===== src/rtl/task_graph_sequencer_if.sv =====
// Bus between host/task_mapper side and task_graph_sequencer: slot writes,
// commits, pause, and the paced adjacency-matrix stream.
interface task_graph_sequencer_if #(
  parameter int NUM_V    = 4,
  parameter int NUM_APPS = 2,
  parameter int DATA_W   = 32
);
  localparam int IDX_W  = $clog2(NUM_V);
  localparam int SLOT_W = (NUM_APPS > 1) ? $clog2(NUM_APPS) : 1;

  logic                wr_en;
  logic [SLOT_W-1:0]   wr_slot;
  logic [IDX_W-1:0]    wr_row;
  logic [IDX_W-1:0]    wr_col;
  logic [DATA_W-1:0]   wr_data;
  logic                commit;
  logic [SLOT_W-1:0]   commit_slot;
  logic                pause;

  logic [DATA_W-1:0]   task_array;
  logic                root_task;
  logic [IDX_W-1:0]    row;
  logic [IDX_W-1:0]    col;
  logic                app_end;
  logic                busy;
  logic [SLOT_W-1:0]   active_slot;
  logic [NUM_APPS-1:0] slot_pending;
  logic                wr_err;
  logic [15:0]         apps_done;

  modport master (
    output wr_en, wr_slot, wr_row, wr_col, wr_data, commit, commit_slot, pause,
    input  task_array, root_task, row, col, app_end, busy, active_slot,
           slot_pending, wr_err, apps_done
  );

  modport slave (
    input  wr_en, wr_slot, wr_row, wr_col, wr_data, commit, commit_slot, pause,
    output task_array, root_task, row, col, app_end, busy, active_slot,
           slot_pending, wr_err, apps_done
  );
endinterface


===== src/rtl/task_graph_sequencer.sv =====
// Holds NUM_APPS task-graph matrices, round-robins over committed slots and
// streams each one row-major to task_mapper with fixed per-entry pacing.
module task_graph_sequencer #(
  parameter int NUM_V     = 4,
  parameter int NUM_APPS  = 2,
  parameter int DATA_W    = 32,
  parameter int ENTRY_CYC = 2
) (
  input logic                   clk,
  input logic                   rst,
  task_graph_sequencer_if.slave bus
);
  localparam int IDX_W  = $clog2(NUM_V);
  localparam int SLOT_W = (NUM_APPS > 1) ? $clog2(NUM_APPS) : 1;
  localparam int CNT_W  = (ENTRY_CYC > 1) ? $clog2(ENTRY_CYC) : 1;
  localparam int unsigned NUM_APPS_U = NUM_APPS;
  localparam logic [IDX_W-1:0] LAST_IDX = IDX_W'(NUM_V - 1);
  localparam logic [CNT_W-1:0] LAST_CNT = CNT_W'(ENTRY_CYC - 1);

  typedef enum logic [2:0] {S_IDLE, S_STREAM, S_TAIL, S_END, S_POST} state_t;

  state_t              state_q, state_d;
  logic [IDX_W-1:0]    row_q, row_d, col_q, col_d;
  logic [CNT_W-1:0]    cnt_q, cnt_d;
  logic [SLOT_W-1:0]   slot_q, slot_d, last_q, last_d;
  logic [NUM_APPS-1:0] pending_q, pending_d;
  logic [DATA_W-1:0]   data_q, data_d;
  logic                root_q, root_d, root_seen_q, root_seen_d;
  logic [15:0]         done_q, done_d;
  logic                wr_err_q, wr_err_d;

  logic [DATA_W-1:0]   mem [NUM_APPS][NUM_V][NUM_V];

  logic                busy, wr_block;
  logic                grant_found;
  logic [SLOT_W-1:0]   grant_slot, cand;
  logic [IDX_W-1:0]    nxt_row, nxt_col;
  logic [DATA_W-1:0]   rd_first, rd_next;

  assign busy     = (state_q != S_IDLE);
  assign wr_block = busy && (bus.wr_slot == slot_q);

  always_ff @(posedge clk) begin
    if (bus.wr_en && !wr_block) mem[bus.wr_slot][bus.wr_row][bus.wr_col] <= bus.wr_data;
  end

  // Search starts just after the last-served slot and wraps around.
  always_comb begin
    grant_found = 1'b0;
    grant_slot  = '0;
    cand        = '0;
    for (int unsigned i = 1; i <= NUM_APPS_U; i++) begin
      cand = SLOT_W'((32'(last_q) + i) % NUM_APPS_U);
      if (!grant_found && pending_q[cand]) begin
        grant_found = 1'b1;
        grant_slot  = cand;
      end
    end
  end

  // Entry data is read one step ahead so each entry is registered on the
  // same edge that advances the index: no bubble even at ENTRY_CYC=1.
  assign nxt_col  = (col_q == LAST_IDX) ? '0 : col_q + 1'b1;
  assign nxt_row  = (col_q == LAST_IDX) ? row_q + 1'b1 : row_q;
  assign rd_first = mem[grant_slot][0][0];
  assign rd_next  = mem[slot_q][nxt_row][nxt_col];

  always_comb begin
    state_d     = state_q;
    row_d       = row_q;
    col_d       = col_q;
    cnt_d       = cnt_q;
    slot_d      = slot_q;
    last_d      = last_q;
    data_d      = data_q;
    root_d      = root_q;
    root_seen_d = root_seen_q;
    done_d      = done_q;
    pending_d   = pending_q;
    wr_err_d    = bus.wr_en && wr_block;

    case (state_q)
      S_IDLE: begin
        if (grant_found) begin
          state_d     = S_STREAM;
          slot_d      = grant_slot;
          last_d      = grant_slot;
          row_d       = '0;
          col_d       = '0;
          cnt_d       = '0;
          data_d      = rd_first;
          root_d      = |rd_first;
          root_seen_d = |rd_first;
          pending_d[grant_slot] = 1'b0;
        end
      end
      S_STREAM: begin
        if (!bus.pause) begin
          if (cnt_q != LAST_CNT) begin
            cnt_d = cnt_q + 1'b1;
          end else if (row_q == LAST_IDX && col_q == LAST_IDX) begin
            state_d = S_TAIL;
          end else begin
            cnt_d       = '0;
            row_d       = nxt_row;
            col_d       = nxt_col;
            data_d      = rd_next;
            root_d      = (|rd_next) && !root_seen_q;
            root_seen_d = root_seen_q || (|rd_next);
          end
        end
      end
      S_TAIL: begin
        state_d = S_END;
        done_d  = done_q + 16'd1;
      end
      S_END:   state_d = S_POST;
      S_POST:  state_d = S_IDLE;
      default: state_d = S_IDLE;
    endcase

    // A commit landing on the grant edge overrides the clear above.
    if (bus.commit) pending_d[bus.commit_slot] = 1'b1;
  end

  always_ff @(posedge clk) begin
    if (rst) begin
      state_q     <= S_IDLE;
      row_q       <= '0;
      col_q       <= '0;
      cnt_q       <= '0;
      slot_q      <= '0;
      last_q      <= SLOT_W'(NUM_APPS - 1);
      pending_q   <= '0;
      data_q      <= '0;
      root_q      <= 1'b0;
      root_seen_q <= 1'b0;
      done_q      <= '0;
      wr_err_q    <= 1'b0;
    end else begin
      state_q     <= state_d;
      row_q       <= row_d;
      col_q       <= col_d;
      cnt_q       <= cnt_d;
      slot_q      <= slot_d;
      last_q      <= last_d;
      pending_q   <= pending_d;
      data_q      <= data_d;
      root_q      <= root_d;
      root_seen_q <= root_seen_d;
      done_q      <= done_d;
      wr_err_q    <= wr_err_d;
    end
  end

  assign bus.task_array   = (state_q == S_STREAM) ? data_q : '0;
  assign bus.root_task    = (state_q == S_STREAM) && root_q;
  assign bus.row          = row_q;
  assign bus.col          = col_q;
  assign bus.app_end      = (state_q == S_END);
  assign bus.busy         = busy;
  assign bus.active_slot  = slot_q;
  assign bus.slot_pending = pending_q;
  assign bus.wr_err       = wr_err_q;
  assign bus.apps_done    = done_q;
endmodule


===== src/flat_wrapper.sv =====
// flat-port wrapper written by rule: the top's interface ports become plain ports
module task_graph_sequencer_flat 
#(
  parameter int NUM_V     = 4,
  parameter int NUM_APPS  = 2,
  parameter int DATA_W    = 32,
  parameter int ENTRY_CYC = 2
)
  (clk, rst, bus_wr_en, bus_wr_slot, bus_wr_row, bus_wr_col, bus_wr_data, bus_commit, bus_commit_slot, bus_pause, bus_task_array, bus_root_task, bus_row, bus_col, bus_app_end, bus_busy, bus_active_slot, bus_slot_pending, bus_wr_err, bus_apps_done);
  task_graph_sequencer_if #(.NUM_V(NUM_V), .NUM_APPS(NUM_APPS), .DATA_W(DATA_W)) bus_i ();
  input logic clk;
  input logic rst;
  input wire logic [$bits(bus_i.wr_en)-1:0] bus_wr_en;
  input wire logic [$bits(bus_i.wr_slot)-1:0] bus_wr_slot;
  input wire logic [$bits(bus_i.wr_row)-1:0] bus_wr_row;
  input wire logic [$bits(bus_i.wr_col)-1:0] bus_wr_col;
  input wire logic [$bits(bus_i.wr_data)-1:0] bus_wr_data;
  input wire logic [$bits(bus_i.commit)-1:0] bus_commit;
  input wire logic [$bits(bus_i.commit_slot)-1:0] bus_commit_slot;
  input wire logic [$bits(bus_i.pause)-1:0] bus_pause;
  output wire logic [$bits(bus_i.task_array)-1:0] bus_task_array;
  output wire logic [$bits(bus_i.root_task)-1:0] bus_root_task;
  output wire logic [$bits(bus_i.row)-1:0] bus_row;
  output wire logic [$bits(bus_i.col)-1:0] bus_col;
  output wire logic [$bits(bus_i.app_end)-1:0] bus_app_end;
  output wire logic [$bits(bus_i.busy)-1:0] bus_busy;
  output wire logic [$bits(bus_i.active_slot)-1:0] bus_active_slot;
  output wire logic [$bits(bus_i.slot_pending)-1:0] bus_slot_pending;
  output wire logic [$bits(bus_i.wr_err)-1:0] bus_wr_err;
  output wire logic [$bits(bus_i.apps_done)-1:0] bus_apps_done;
  assign bus_i.wr_en = bus_wr_en;
  assign bus_i.wr_slot = bus_wr_slot;
  assign bus_i.wr_row = bus_wr_row;
  assign bus_i.wr_col = bus_wr_col;
  assign bus_i.wr_data = bus_wr_data;
  assign bus_i.commit = bus_commit;
  assign bus_i.commit_slot = bus_commit_slot;
  assign bus_i.pause = bus_pause;
  assign bus_task_array = bus_i.task_array;
  assign bus_root_task = bus_i.root_task;
  assign bus_row = bus_i.row;
  assign bus_col = bus_i.col;
  assign bus_app_end = bus_i.app_end;
  assign bus_busy = bus_i.busy;
  assign bus_active_slot = bus_i.active_slot;
  assign bus_slot_pending = bus_i.slot_pending;
  assign bus_wr_err = bus_i.wr_err;
  assign bus_apps_done = bus_i.apps_done;
  task_graph_sequencer #(.NUM_V(NUM_V), .NUM_APPS(NUM_APPS), .DATA_W(DATA_W), .ENTRY_CYC(ENTRY_CYC)) u_core (.clk(clk), .rst(rst), .bus(bus_i));
endmodule

===== config.mk =====
export PLATFORM = sky130hd
export DESIGN_NAME = task_graph_sequencer_flat
export DESIGN_NICKNAME = d
export VERILOG_FILES = /design/src/rtl/task_graph_sequencer_if.sv /design/src/rtl/task_graph_sequencer.sv /design/src/flat_wrapper.sv
export SDC_FILE = /design/constraint.sdc
export NUM_CORES = 1
export LEC_CHECK = 0
export BUFFER_PORTS_ARGS = -buffer_cell sky130_fd_sc_hd__buf_2
export CAP_MARGIN = 20
export CORE_UTILIZATION = 45
export CTS_BUF_LIST = sky130_fd_sc_hd__clkbuf_8
export DETAILED_ROUTE_END_ITERATION = 8
export GPL_ROUTABILITY_DRIVEN = 0
export GPL_TIMING_DRIVEN = 0
export PLACE_DENSITY_LB_ADDON = 0.1
export SLEW_MARGIN = 20
export SYNTH_ARGS = -nofsm -noshare
export SYNTH_HDL_FRONTEND = slang
export SYNTH_SLANG_ARGS = --single-unit

===== constraint.sdc =====
create_clock -name clk -period 4.2 [get_ports clk]
set_input_delay 0.63 -clock clk [delete_from_list [all_inputs] [get_ports clk]]
set_output_delay 0.63 -clock clk [all_outputs]
set_load 0.02 [all_outputs]

==> results.sh <==
export IMPL_num_vias=27723
export IMPL_syn_avg_cell_area_um2=15.93
export IMPL_power_density_mw_per_mm2=453.6
export IMPL_die_x_um=310.3
export IMPL_hold_class="input port to flip-flop"
export IMPL_synth_area_leaders="edfxtp_1 (72%), mux4_2 (6.7%), nand2_1 (4.6%)"
export IMPL_synth_top_area_frac=0.7187
export IMPL_drv_cap=0
export IMPL_rsz0062_at_grt="no"
export IMPL_yosys_warnings=0
export IMPL_crit_path_max_incr_delay_ns=0.51
export IMPL_critPathArrivalTime_ns=4.80
export IMPL_ys_async_sr_fraction=0
export IMPL_post_route_drc_count=0
export IMPL_clockPowerShare=0.356
export IMPL_dp_hpwl_um=104400
export IMPL_detail_route_vias_per_cell=6.243
export IMPL_root_buffer="clkbuf_8"
export IMPL_required_ns=4.87
export IMPL_multi_input_area_mm2=0.01046
export IMPL_worstPathCellList="ha_1 -> buf_6 -> mux2_4 -> buf_4 -> buf_6 -> buf_4 -> buf_4 -> mux4_2 -> nand2_1 -> o21ai_1 -> a211oi_4 -> nand2_1 -> nor3_1 -> nand4_1 -> o21ai_2 -> a221oi_1"
export IMPL_intPower_w=0.01676
export IMPL_io_pins=102
export IMPL_area_growth_syn_to_layout_pct=18.31
export IMPL_status="complete, no violations"
export IMPL_clock_fmax_mhz=241.8
export IMPL_synth_top_area_cell="edfxtp_1"
export IMPL_yosysUniqueCellTypes=66
export IMPL_portBuffers=99
export IMPL_wl_um=153800
export IMPL_synth_area_mm2=0.04278
export IMPL_critPathBufInv=5
export IMPL_n_fill_cell=7559
export IMPL_num_rows=112
export IMPL_leakage_nw=16.67
export IMPL_sw_frac_of_total=0.2701
export IMPL_synth_edf_count=1024
export IMPL_drt_iter0_drc=4237
export IMPL_hold_violations=0
export IMPL_grt_pass1_vias=26316
export IMPL_start_util=0.4563
export IMPL_core_area_mm2=0.09375
export IMPL_grt_pass1_wl_um=209300
export IMPL_worstMarginPinSlew_ns=1.054
export IMPL_clk_pin_slew_ns=0.06
export IMPL_combPwrFrac=0.113
export IMPL_ys_seq_area_frac=0.7487
export IMPL_post_route_min_period_ns=4.135
export IMPL_grt_start_max_net_pins=33
export IMPL_h_tree_depth=4
export IMPL_p_sw_w=0.006203
export IMPL_end_kind="flip-flop"
export IMPL_cp_start_kind="flip-flop"
export IMPL_finClkSkew_ns=0.03821
export IMPL_cts_made_buffers=174
export IMPL_ys_ff_latch=1088
export IMPL_firstDrtPassIters=6
export IMPL_clock_latency_ns=0.83
export IMPL_clock_sinks=1088
export IMPL_gr_usage_all_layers=0.3218
export IMPL_mostFrequentLayoutCells="edfxtp_1 (1,024), nand2_1 (521), clkbuf_8 (182)"
export IMPL_peakVddDrop_mv=0.2774
export IMPL_cts_tree="yes"
export IMPL_p_seq_frac=0.530
export IMPL_slew_limit_headroom=0.2976
export IMPL_final_common_cell="edfxtp_1"
export IMPL_die_area_mm2=0.09631
export IMPL_final_core_util=0.5399
export IMPL_antenna_left=0
export IMPL_critPathKind="flip-flop to flip-flop"
export IMPL_regArea_mm2=0.03203
export IMPL_grt_overflow_total=0
export IMPL_antenna_found_initial=3
export IMPL_crit_top_cell="buf_4"
export IMPL_crit_family="buffers and inverters"
export IMPL_timing_hold_ws_ns=0.08432
export IMPL_nNetsFinal=3096
export IMPL_synth_fp_nets=2731
export IMPL_critPathMaxFanout=10
export IMPL_crit_path_top_delay_cell="a211oi_4"
export IMPL_clockBufferDepth=3
export IMPL_drv_slew=0
export IMPL_setup_viol=0
export IMPL_ys_flop_type="edfxtp_1"
export IMPL_die_h_um=310.3
export IMPL_drive_gt1_frac=0.2279
export IMPL_min_period_over_period=0.9845
export IMPL_synth_cells=2685
export IMPL_wl_per_cell_um=34.64
==> metrics by stage <==
stage / power, W / TNS [ns] / area (um^2) / std cells / setup WS [ns]
CTS: 0.02289 / 0 / 50250 / 4429 / 0.0002442
global route: 0.02355 / 0 / 50620 / 4441 / 0.003990
finish: 0.02296 / 0 / 50620 / 4441 / 0.06498
global placement: 0.01468 / -1851.55 / 44850 / 4038 / -2.322
floorplan: 0.01353 / 0 / 42780 / 2685 / 0.7931
detailed placement: 0.01479 / -6.885 / 46710 / 4108 / -0.9878
==> per-layer routing <==
| metal | track usage | routed length (um) |
|---|---|---|
| met4 | 0.1230 | 6182 |
| met5 | 0 | 10 |
| met3 | 0.06144 | 15940 |
| met2 | 0.5171 | 72280 |
| met1 | 0.4353 | 59420 |
==> logic make-up (layout without fill, tap and decap cells) <==
kind of cell               after synthesis  after routing  synth area share
muxes                                  216            216           0.08867
AOI/OAI and AO/OA                      277            277           0.04475
adders and majority gates                3              3         0.0008775
other                                    0              1                 0
buffers and inverters                  161            662           0.01916
DFF                                   1088           1088            0.7487
and+or+nand+nor                        925            925           0.09417
xor gates and xnor gates                15             15          0.003685
==> power by group through the flow <==
| stage | registers [W] | clock network [W] | logic (W) |
|---|---|---|---|
| finish | 0.0122 | 0.00818 | 0.00260 |
| global route | 0.0122 | 0.00867 | 0.00269 |
| CTS | 0.0122 | 0.00824 | 0.00247 |
| detailed placement | 0.0124 | 0 | 0.00239 |
| global placement | 0.0124 | 0 | 0.00227 |
| floorplan | 0.0124 | 0 | 0.00115 |
==> state kept, by name, summed over array words and instances (netlist names), named ones only <==
| name | cells |
|---|---|
| u_core.root_seen_q | 1 |
| u_core.mem | 1024 |
| u_core.bus.active_slot | 1 |
| u_core.bus.row | 2 |
| u_core.bus.wr_err | 1 |
| u_core.state_q | 3 |
| u_core.data_q | 32 |
| u_core.bus.slot_pending | 2 |
| u_core.bus.apps_done | 16 |
| u_core.root_q | 1 |
| u_core.last_q | 1 |
| u_core.cnt_q | 1 |
| u_core.bus.col | 2 |
==> synth_stat cells, types with 6 or more instances <==
library cell and number:
buf_2 49, and3_1 40, buf_4 15, inv_1 7
o211ai_1 36, a31oi_1 51, a32o_1 6, o2111ai_1 18
mux4_2 127, buf_6 13, o22ai_1 23, nand2_1 526
or3_1 8, o21ai_0 16, a22oi_1 11, nand4_1 40
nor4_1 7, a21oi_1 58, o211a_1 6, mux2i_1 84
nor3_1 12, nor2_1 97, xor2_1 9, dfxtp_1 64
edfxtp_1 1024, nand3_1 171, a32oi_1 22, clkbuf_1 71
==> worst min-delay path, delay by kind of cell <==
| family | cells | cell delay (ns) |
|---|---|---|
| simple gates | 1 | 0.06 |
| compound gates | 1 | 0.06 |
| buf+inv | 1 | 0.11 |
==> timing repair <==
action	in CTS	in global routing
resized for setup	134	72
setup endpoints to repair	25	2
hold buffers	2	0
hold endpoints to repair	1	0
pin swaps	9	12
setup buffers	8	11
gates cloned	0	0
==> final timing paths <==
path / to / cells past startpoint / from / slack (ns)
worst max-delay path: u_core.root_seen_q / 16 / u_core.bus.col[1] / 0.06
worst min-delay path: u_core.bus.slot_pending[0] / 3 / bus_commit / 0.08
worst max register to register: u_core.root_seen_q / 16 / u_core.bus.col[1] / 0.06
worst min register to register: u_core.data_q[16] / 2 / u_core.data_q[16] / 0.45
==> cell type report <==
class | count | share of cell area
flip-flops and latches | 1088 | 0.6329
well taps | 1254 | 0.03100
repair buffers | 190 | 0.04430
clock inverters | 131 | 0.01125
clock buffers | 181 | 0.04922
inverters | 8 | 0.0006180
multi-input cells | 1436 | 0.2066
diodes | 1 | 0.00004944
plain buffers | 152 | 0.02415
Note: power is estimated with default switching activity, not from simulation.
